### config.mk
export PLATFORM = sky130hd
export DESIGN_NAME = fetch_unit
export DESIGN_NICKNAME = d
export VERILOG_FILES = /design/src/rtl/fetch_unit.sv
export SDC_FILE = /design/constraint.sdc
export NUM_CORES = 1
export LEC_CHECK = 0
export CAP_MARGIN = 20
export CORE_MARGIN = 3
export CORE_UTILIZATION = 52
export DETAILED_ROUTE_END_ITERATION = 12
export PLACE_DENSITY = 0.75
export SLEW_MARGIN = 10
export SYNTH_ARGS = -nofsm -noshare
export SYNTH_HDL_FRONTEND = slang
export SYNTH_SLANG_ARGS = --single-unit
### constraint.sdc
create_clock -name clk -period 4.5 [get_ports clk]
set_input_delay 1.35 -clock clk [delete_from_list [all_inputs] [get_ports clk]]
set_output_delay 1.35 -clock clk [all_outputs]
set_load 0.02 [all_outputs]
### src/rtl/fetch_unit.sv
// Instruction-fetch front end: next-PC generation, credit-limited memory request link,
// in-order prefetch queue and a flush FSM that discards responses made stale by a redirect.
module fetch_unit #(
    parameter int                    ADDR_WIDTH  = 32,
    parameter int                    DATA_WIDTH  = 32,
    parameter int                    QUEUE_DEPTH = 4,
    parameter logic [ADDR_WIDTH-1:0] RESET_PC    = '0
) (
    input  logic                  clk,
    input  logic                  reset,
    output logic                  imem_req_valid,
    output logic [ADDR_WIDTH-1:0] imem_req_addr,
    input  logic                  imem_req_ready,
    input  logic                  imem_resp_valid,
    input  logic [DATA_WIDTH-1:0] imem_resp_data,
    input  logic                  redirect_valid,
    input  logic [1:0]            redirect_type,
    input  logic [ADDR_WIDTH-1:0] redirect_base,
    input  logic [15:0]           redirect_imm16,
    input  logic [25:0]           redirect_addr26,
    input  logic [ADDR_WIDTH-1:0] redirect_reg,
    output logic                  out_valid,
    input  logic                  out_ready,
    output logic [DATA_WIDTH-1:0] out_instr,
    output logic [ADDR_WIDTH-1:0] out_pc
);

    localparam int PTR_W = (QUEUE_DEPTH > 1) ? $clog2(QUEUE_DEPTH) : 1;
    localparam int CNT_W = $clog2(QUEUE_DEPTH + 1);
    localparam logic [PTR_W-1:0] LAST_PTR = PTR_W'(QUEUE_DEPTH - 1);
    localparam logic [CNT_W:0]   DEPTH_W  = (CNT_W + 1)'(QUEUE_DEPTH);

    typedef enum logic {ST_FETCH, ST_FLUSH} state_t;

    state_t                state_q, state_n;
    logic [ADDR_WIDTH-1:0] fetch_pc_q, fetch_pc_n;
    logic [ADDR_WIDTH-1:0] seq_pc, target;
    logic                  req_valid_q, req_valid_n;
    logic [PTR_W-1:0]      q_head, q_tail, pf_head, pf_tail;
    logic [CNT_W-1:0]      q_count, q_count_n, outstanding, outstanding_n;
    logic                  redirect_take, req_fire, resp_take, push, pop;

    logic [DATA_WIDTH-1:0] q_data [QUEUE_DEPTH];
    logic [ADDR_WIDTH-1:0] q_pc   [QUEUE_DEPTH];
    logic [ADDR_WIDTH-1:0] pf_pc  [QUEUE_DEPTH];

    function automatic logic [PTR_W-1:0] ptr_inc(input logic [PTR_W-1:0] p);
        return (p == LAST_PTR) ? '0 : p + PTR_W'(1);
    endfunction

    assign redirect_take = redirect_valid && (redirect_type != 2'b00);
    assign req_fire      = req_valid_q && imem_req_ready;
    // A response with nothing outstanding has no request to pair with and is ignored.
    assign resp_take     = imem_resp_valid && (outstanding != '0);
    assign push          = resp_take && (state_q == ST_FETCH) && !redirect_take;
    assign pop           = out_valid && out_ready;

    assign imem_req_valid = req_valid_q;
    assign imem_req_addr  = fetch_pc_q;
    assign out_valid      = (q_count != '0);
    assign out_instr      = out_valid ? q_data[q_head] : '0;
    assign out_pc         = out_valid ? q_pc[q_head]   : '0;

    always_comb begin
        seq_pc = redirect_base + ADDR_WIDTH'(4);
        case (redirect_type)
            2'b01:   target = seq_pc + {{(ADDR_WIDTH-18){redirect_imm16[15]}}, redirect_imm16, 2'b00};
            2'b10:   target = {seq_pc[ADDR_WIDTH-1:28], redirect_addr26, 2'b00};
            2'b11:   target = {redirect_reg[ADDR_WIDTH-1:2], 2'b00};
            default: target = fetch_pc_q;
        endcase
    end

    // NOTE: every signal gets a value on every path through this block, so no latch is inferred.
    always_comb begin
        outstanding_n = outstanding + CNT_W'(req_fire) - CNT_W'(resp_take);
        q_count_n     = redirect_take ? '0 : q_count + CNT_W'(push) - CNT_W'(pop);

        fetch_pc_n = fetch_pc_q;
        if (redirect_take)
            fetch_pc_n = target;
        else if (req_fire)
            fetch_pc_n = fetch_pc_q + ADDR_WIDTH'(4);

        state_n = state_q;
        if (redirect_take)
            state_n = (outstanding_n != '0) ? ST_FLUSH : ST_FETCH;
        else if ((state_q == ST_FLUSH) && (outstanding_n == '0))
            state_n = ST_FETCH;

        // Credit is judged on next-cycle counts so the request valid can be a plain register.
        req_valid_n = (state_n == ST_FETCH) &&
                      (({1'b0, q_count_n} + {1'b0, outstanding_n}) < DEPTH_W);
    end

    // NOTE: sequential state is updated with non-blocking assignments only.
    always_ff @(posedge clk or negedge reset) begin
        if (!reset) begin
            state_q     <= ST_FETCH;
            fetch_pc_q  <= RESET_PC;
            req_valid_q <= 1'b0;
            q_head      <= '0;
            q_tail      <= '0;
            q_count     <= '0;
            pf_head     <= '0;
            pf_tail     <= '0;
            outstanding <= '0;
        end else begin
            state_q     <= state_n;
            fetch_pc_q  <= fetch_pc_n;
            req_valid_q <= req_valid_n;
            q_count     <= q_count_n;
            outstanding <= outstanding_n;
            if (redirect_take) begin
                q_head <= '0;
                q_tail <= '0;
            end else begin
                if (pop)  q_head <= ptr_inc(q_head);
                if (push) q_tail <= ptr_inc(q_tail);
            end
            if (req_fire)  pf_tail <= ptr_inc(pf_tail);
            if (resp_take) pf_head <= ptr_inc(pf_head);
        end
    end

    // NOTE: storage arrays are not reset; the pointers and counts above decide what is valid.
    always_ff @(posedge clk) begin
        if (push) begin
            q_data[q_tail] <= imem_resp_data;
            q_pc[q_tail]   <= pf_pc[pf_head];
        end
        if (req_fire)
            pf_pc[pf_tail] <= fetch_pc_q;
    end

endmodule

# == Yosys cells after proc, flatten, opt, wreduce, memory -nomap -nowiden ==
# Memory sizes are Yosys's and may differ from the RTL's.
# Cells that the tools add are included.
# W data, S select, Z words.
# totals
register_bits,48
latchBits,0
ramBits,384
rom_bits,0
inputBits,146
output_inout_bits,98
n_memories,3
# op_classes
n_addsub,12
n_mul,0
div_mod_pow,0
n_lt_le_gt_ge,1
eq_ne,8
shift,0
n_mux,21
n_bitwise,2
n_reduce_logical,18
# memory_table
memory,depth,width,read_ports,rd_ports_with_merged_regs,write_ports,line,rtl
pf_pc,4,32,1,0,1,45,logic [ADDR_WIDTH-1:0] pf_pc [QUEUE_DEPTH];
q_data,4,32,1,0,1,43,logic [DATA_WIDTH-1:0] q_data [QUEUE_DEPTH];
q_pc,4,32,1,0,1,44,logic [ADDR_WIDTH-1:0] q_pc [QUEUE_DEPTH];
# ops
cell,count
$mux W32,4
$pmux W32 S3,1
$add A32 B3 Y32 const B,2
$add A32 B32 Y32,1
$mux W2,8
$eq A2 B2 Y1 const B,6
$reduce_bool A3 Y1,3
$add A2 B1 Y2 const B,4
$logic_and A1 B1 Y1,8
$reduce_bool A2 Y1,4
$mux W1,7
$add A3 B1 Y3,2
$sub A3 B1 Y3,2
$add A3 B3 Y4,1
$lt A4 B3 Y1 const B,1
$ne A4 B1 Y1 const B,1
$logic_not A3 Y1,1
$mux W3,1
$eq A2 B1 Y1 const B,1
$not A1 Y1,2
$reduce_and A2 Y1,1
$logic_not A1 Y1,1

# == Logic depth before layout (Yosys ltp) ==
# Gate-level depths: netlist (run 1).
# depth
word_depth,10
mapped_depth,16
depth_no_buf,15

# == Least setup slack after synthesis (run 1) ==
# Ideal clock, no wire load.
# synth_path
path_type,in2reg
startpoint,input port redirect_type[0]
endpoint,register req_valid_q (netlist: imem_req_valid)
setup_time_ns,0.099
arrival_ns,4.153
path_slack_ns,0.247
cell_stages,16
n_path_buf,1
path_cell_list,inv_1 > ha_1 > nor2b_1 > clkbuf_1 > nor3_1 > inv_1 > ha_1 > inv_1 > ha_1 > fa_1 > xnor2_1 > xnor2_1 > nor2_1 > ha_1 > or3_1 > a311oi_1
# synth_via
elab_chain_len,10
# synth_rtl
item,line,rtl
"start, declared",17,"input logic [1:0] redirect_type,"
$reduce_bool A2 Y1 (*),51,assign redirect_take = redirect_valid && (redirect_type != 2'b00);
$logic_and A1 B1 Y1 (*),51,
$logic_not A1 Y1,55,assign push = resp_take && (state_q == ST_FETCH) && !redirect_take;
$logic_and A1 B1 Y1,55,
$add A3 B1 Y3,77,q_count_n = redirect_take ? '0 : q_count + CNT_W'(push) - CNT_W'(pop);
$sub A3 B1 Y3,77,
$mux W3 (*),77,
via q_count_n[2],40,"logic [CNT_W-1:0] q_count, q_count_n, outstanding, outstanding_n;"
$add A3 B3 Y4 (*),93,"(({1'b0, q_count_n} + {1'b0, outstanding_n}) < DEPTH_W);"
$lt A4 B3 Y1 (*),93,
$logic_and A1 B1 Y1 (*),92,req_valid_n = (state_n == ST_FETCH) &&
via req_valid_n,38,"logic req_valid_q, req_valid_n;"
"end signal, assigned",111,req_valid_q <= req_valid_n;
"end, declared",38,
# The timed path passes the listed nets; every way through them passes the cells marked *.
# A chain may end at the register's enable or synchronous reset.

# == Worst setup path after layout (run 1) ==
# layout_path
startpoint,input port redirect_base[5]
endpoint,register fetch_pc_q[31] (netlist: imem_req_addr[31])
# layout_via
elab_chain_len,4
# layout_rtl
item,line,rtl
"start, declared",18,"input logic [ADDR_WIDTH-1:0] redirect_base,"
$add A32 B3 Y32 (*),65,seq_pc = redirect_base + ADDR_WIDTH'(4);
$add A32 B32 Y32,67,"2'b01: target = seq_pc + {{(ADDR_WIDTH-18){redirect_imm16[15]}}, redirect_imm16, 2'b00};"
$pmux W32 S3 (*),66,case (redirect_type)
$mux W32 (*),80,if (redirect_take)
"end signal, assigned",110,fetch_pc_q <= fetch_pc_n;
"end, declared",36,"logic [ADDR_WIDTH-1:0] fetch_pc_q, fetch_pc_n;"
# Mark *: on every way between the ends. The rest lies on a longest branch, timed or not.

==> out/metrics.cfg, run 1 <==
[die]
rows=70
die_w_um=201
initial_core_util=0.533
ios=244
die_h_um=201
dieArea_um2=40200
coreArea_um2=37000

[clock_tree]
clock_path_buffers=3
cts_setup_buffers=0
clockRootBuffer=clkbuf_16
numClockSinks=432
cts_tree=built
htree_num_levels=2
insertion_delay_ns=0.54
path_clk_slew_ns=0.06
cts_buffers=41

[cells_and_area]
instances_no_fill=2189
drive_gt1_frac=0.200
finalInstanceArea_um2=25100
fin_nets=1856
n_fill_cell=2530
syn2layout_area_growth_pct=27.7
n_antenna_cell=0

[critical_path]
worstPathMaxFanout=4
cpMaxStageDelayCell=clkdlybuf4s50_1
rr_worst_depth=13
rr_startpoint=q_count[1]
path_class=in2reg
start_kind=input port
crit_arrival_ns=4.72
worstPathRequired_ns=4.91
crit_path_end_kind=flip-flop
r2r_end=imem_req_valid
path_cells=clkdlybuf4s50_1 > and4_1 > and2_1 > nand2_1 > nor2_1 > buf_4 > nand4_1 > xnor2_1 > ha_1 > nand4_1 > nor2_2 > o2111ai_2 > nand4_1 > a21oi_2 > or4_1 > o2111ai_2 > a22oi_1
cp-startpoint=redirect_base[5]
crit_family=simple AND/OR/NAND/NOR gates
rrSetupSlack_ns=1.02
crit_top_cell=nand4_1
slowest_delay_ns=0.49
path_buf_inv=2

[min_path]
hp-class=reg2reg
min_from=outstanding[2]
holdPathEnd=outstanding[2]
whs_path_depth=1

[timing]
setup_ws_ns=0.187
hold_violations=0
hold_ws_ns=0.542
fin_crit_sh=0.958
fmax_mhz=232
fin_skew_ns=0.0180
drv_slew=0
relSlewSlack=0.257
finalSetupViolations=0
fin_crit_ns=4.31
tightest_slew_ns=1.11
rsz0062_at_grt=yes

[yosys]
ys_seq_elements=432
synthFlopType=edfxtp_1
yosys.cell_types.count=66
yosys-top-cells-area=edfxtp_1 59%, mux4_2 11%, dfrtp_1 6.1%
synth_xor_area_frac=0.0253
syn_area_um2=19700
yosys-mux-area-fraction=0.112
yosys.area_share.simple=0.0832
ys_seq_area_frac=0.647
ys_warn_count=0
synth_compound_area_frac=0.0781
synth_top_family_by_area=multiplexers
synth_area_per_cell_um2=15.4
synthArstFlopShare=0.111
syn-instance-count=1277
synth_most_common_cell=edfxtp_1
yosys.area.top_type=edfxtp_1
yosys.area_share.adder=0.0380
yosys.area.top_type_share=0.586
synth-edff-count=384
synthTopCellsByCount=384 x edfxtp_1, 96 x mux4_2, 77 x and2_1
syn-num-nets=1481

[drt]
route.detailed.wl_per_inst_um=21.2
first_pass_iters=5
ant_nets=0
vias=12600
drtIter0Drc=825
drcViolationCount=0
vias_per_cell=5.77
routed_wl_mm=46.5

[place]
dp.cells=2113
place_area_um2=23700
dp_hpwl_mm=32.0
pre_cts_slack_ns=-0.493
routabilityCongestion=0.911
port_buffers=241

[global_routing]
grt_pass1_vias=13000
grt_pass1_wl_mm=72.9
grt_antenna_before_repair=0
grt-ovfl-total=0
grt_max_degree=67
grt_use_total=0.229

[status]
status=completed

[power]
power.density_nw_per_um2=537
peakVddDrop_mv=0.305
power_leakage_nw=8.80

[job]
maxCapViolCount=0

report_power, final:
group | internal, mW | switching [mW] | total [mW]
combinational | 2.28 | 2.25 | 4.53
clock | 2.03 | 1.41 | 3.44
sequential | 4.99 | 0.540 | 5.53
total | 9.29 | 4.21 | 13.5
final cells by class:
class | instances | area [um^2] | area share
multi-input cells | 761 | 6680 | 0.266
well taps | 504 | 631 | 0.0251
repair buffers | 389 | 3630 | 0.144
clock inverters | 20 | 219 | 0.00871
clock buffers | 56 | 1140 | 0.0455
flip-flops and latches | 432 | 12700 | 0.507
inverters | 27 | 101 | 0.00403
per-layer routing:
layer  GRT usage  routed length, um
met2       0.394              23400
met1       0.306              19100
met4      0.0600               1020
met5           0                  0
met3      0.0388               2900
state kept, by name (all words and copies together), names as in the netlist:
signal / flops
q_tail: 2
q_count: 3
pf_pc: 128
outstanding: 3
pf_tail: 2
q_head: 2
imem_req_valid: 1
q_data: 128
q_pc: 128
state_q: 1
imem_req_addr: 32
pf_head: 2
per-stage QoR:
step	util	TNS, ns	power (mW)
after global placement	0.642	-2.57	10.0
after CTS	0.679	0	13.6
after global routing	0.680	-0.00355	14.1
after detailed placement	0.642	-3.01	10.2
final	0.680	0	13.5
after floorplan	-	0	8.10
timing repair:
item,in CTS,in global routing
hold buffers,0,0
setup endpoints to repair,0,2
resized for setup,0,9
cells by family (layout without fill, tap and decap cells):
kind of cell,count (synthesis),after routing
fa+ha+maj,58,58
buf+inv,84,492
compound gates,235,235
flops,432,432
xor+xnor,56,56
simple gates,312,312
mux,100,100
cells in the final DEF, fill, tap and decap left out, drive strengths merged, types with 13 or more instances in the layout:
master,count
nand2,66
ha,55
nor3,16
edfxtp,384
a21o,18
o21ai,62
clkbuf,56
buf,149
nand3,33
nor2,56
inv,30
a21oi,62
clkdlybuf4s50,240
mux4,96
xor2,13
nand4,20
a221o,14
and2,77
and3,14
xnor2,43
dfrtp,48
how the worst max path moves through the flow:
stage	to	slack, ns	cells past startpoint
finish	imem_req_addr[31]	0.19	17
floorplan	imem_req_valid	0.25	16
detailed placement	imem_req_addr[31]	-0.49	17
global route	imem_req_addr[31]	-0.004	18
global placement	imem_req_addr[31]	-0.37	17
CTS	imem_req_addr[31]	0.07	17
Note: power is estimated with default switching activity, not from simulation.
==> run 2: changes to the inputs <==
- CTS_CLUSTER_SIZE: default -> 14
==> out/metrics.cfg, run 2 (synthesis results as in run 1) <==
[drt]
drcViolationCount=0  ; unchanged
vias=12500  ; was 12600
drtIter0Drc=802  ; was 825
ant_nets=0  ; unchanged
first_pass_iters=7  ; was 5
route.detailed.wl_per_inst_um=21.2  ; about the same
vias_per_cell=5.74  ; was 5.77
routed_wl_mm=46.3  ; was 46.5 mm

[cells_and_area]
reg_top3=pf_pc (128), q_data (128), q_pc (128)  ; unchanged
drive_gt1_frac=0.200  ; about the same
syn2layout_area_growth_pct=27.6  ; was 27.7%
layout_common_cells=384 x edfxtp_1, 240 x clkdlybuf4s50_1, 139 x buf_4  ; unchanged
final_core_utilization=0.680  ; about the same
fin_nets=1856  ; unchanged
final_common_cell=edfxtp_1  ; unchanged
n_fill_cell=2542  ; was 2530
n_antenna_cell=0  ; unchanged

[clock_tree]
numClockSinks=432  ; unchanged
cts_setup_buffers=0  ; unchanged
path_clk_slew_ns=0.06  ; about the same
cts_tree=built  ; unchanged
htree_num_levels=2  ; unchanged
cts_buffers=41  ; unchanged
clockRootBuffer=clkbuf_16  ; unchanged
clock_path_buffers=3  ; unchanged
insertion_delay_ns=0.53  ; was 0.54 ns

[timing]
relSlewSlack=0.271  ; was 0.257
fin_skew_ns=0.0114  ; was 0.0180 ns
drv_slew=0  ; unchanged
fin_crit_ns=4.32  ; was 4.31 ns
finalSetupViolations=0  ; unchanged
setup_ws_ns=0.180  ; was 0.187 ns
fin_tns_setup_ns=0  ; unchanged
hold_violations=0  ; unchanged
rsz0062_at_grt=yes  ; unchanged
fin_crit_sh=0.960  ; was 0.958
fmax_mhz=231  ; was 232 MHz
tightest_slew_ns=1.09  ; was 1.11 ns

[critical_path]
rrSetupSlack_ns=1.02  ; about the same
start_kind=input port  ; unchanged
path_cells=clkdlybuf4s50_1 > and4_1 > and2_1 > nand2_1 > nor2_1 > buf_4 > nand4_1 > xnor2_1 > ha_1 > nand4_1 > nor2_2 > o2111ai_2 > nand4_1 > a21oi_2 > or4_1 > o2111ai_2 > a22oi_1  ; unchanged
worstPathMaxFanout=4  ; unchanged
crit_top_cell=nand4_1  ; unchanged
r2r_end=imem_req_valid  ; unchanged
crit_path_end_kind=flip-flop  ; unchanged
path_class=in2reg  ; unchanged
rr_startpoint=q_count[1]  ; unchanged
rr_worst_depth=13  ; unchanged
crit_arrival_ns=4.72  ; about the same
cp-startpoint=redirect_base[5]  ; unchanged
worstPathRequired_ns=4.90  ; was 4.91 ns
slowest_delay_ns=0.49  ; about the same
crit_family=simple AND/OR/NAND/NOR gates  ; unchanged
cpMaxStageDelayCell=clkdlybuf4s50_1  ; unchanged
path_buf_inv=2  ; unchanged

[global_routing]
grt_pass1_vias=12800  ; was 13000
grt-ovfl-total=0  ; unchanged
grt_use_total=0.229  ; about the same
grt_max_degree=67  ; unchanged
grt_antenna_before_repair=0  ; unchanged
grt_pass1_wl_mm=72.8  ; was 72.9 mm

[die]
dieArea_um2=40200  ; unchanged
initial_core_util=0.533  ; unchanged
rows=70  ; unchanged
die_w_um=201  ; unchanged
coreArea_um2=37000  ; unchanged
die_h_um=201  ; unchanged
ios=244  ; unchanged

[min_path]
holdPathEnd=outstanding[2]  ; unchanged
hp-class=reg2reg  ; unchanged
whs_path_depth=1  ; unchanged
min_from=outstanding[2]  ; unchanged

[status]
status=completed  ; unchanged

[place]
dp_hpwl_mm=32.0  ; unchanged
pre_cts_slack_ns=-0.493  ; unchanged
routabilityCongestion=0.911  ; unchanged
port_buffers=241  ; unchanged

[job]
maxCapViolCount=0  ; unchanged

[power]
peakVddDrop_mv=0.306  ; was 0.305 mV
power.density_nw_per_um2=536  ; was 537 nW/um^2
power_leakage_nw=8.80  ; about the same

-- run 2: cell count changes in the layout (fill, tap and decap cells not counted) --
cell        before  now
clkinvlp_4       2    0
inv_6            3    1
clkinv_1         4    2
clkinv_2         5    7
clkinv_4         2    3
-- run 2: per-stage QoR --
stage	area, um^2	power (mW)	cells	hold WS (ns)
floorplan	19700	8.10	1277	0.489
global placement	23700	10.0	2113	0.519
detailed placement	23700	10.2	2113	0.523
CTS	25100	13.6	2186	0.534
global route	25100	14.1	2186	0.563
finish	25100	13.5	2186	0.543
-- run 2: worst max path at each step --
stage	cells after the start	end	slack, ns
6_report	17	imem_req_addr[31]	0.18
3_3_place_gp	17	imem_req_addr[31]	-0.37
2_1_floorplan	16	imem_req_valid	0.25
5_1_grt	18	imem_req_addr[31]	-0.005
4_1_cts	17	imem_req_addr[31]	0.07
3_5_place_dp	17	imem_req_addr[31]	-0.49
-- run 2: repair_timing --
action                                  in CTS  in global routing
hold buffers                                 0                  0
endpoints found under the setup margin       0                  2
resized for setup                            0                  9
-- run 2: area by class of cell --
class                      count  area (um^2)  area share
tap                          504          631      0.0251
clock inverter                17          198     0.00787
multi-input combinational    761         6680       0.266
sequential                   432        12700       0.507
inverter                      27          101     0.00403
clock buffer                  56         1140      0.0456
timing repair buffer         389         3630       0.145
-- run 2: per-layer routing --
layer	GRT usage	part of all wire	vias to the layer above
met5	0	0	-
met4	0.0625	0.027	0
met3	0.0402	0.064	87
met2	0.388	0.49	511
met1	0.309	0.41	6154
li1	-	-	5792
-- run 2: where the power goes --
| part | leakage [nW] | internal (mW) | switching, mW | total [mW] |
|---|---|---|---|---|
| registers | 4.02 | 4.99 | 0.539 | 5.53 |
| clock network | 0.661 | 2.02 | 1.39 | 3.41 |
| logic | 4.12 | 2.28 | 2.24 | 4.52 |
| total | 8.80 | 9.28 | 4.18 | 13.5 |
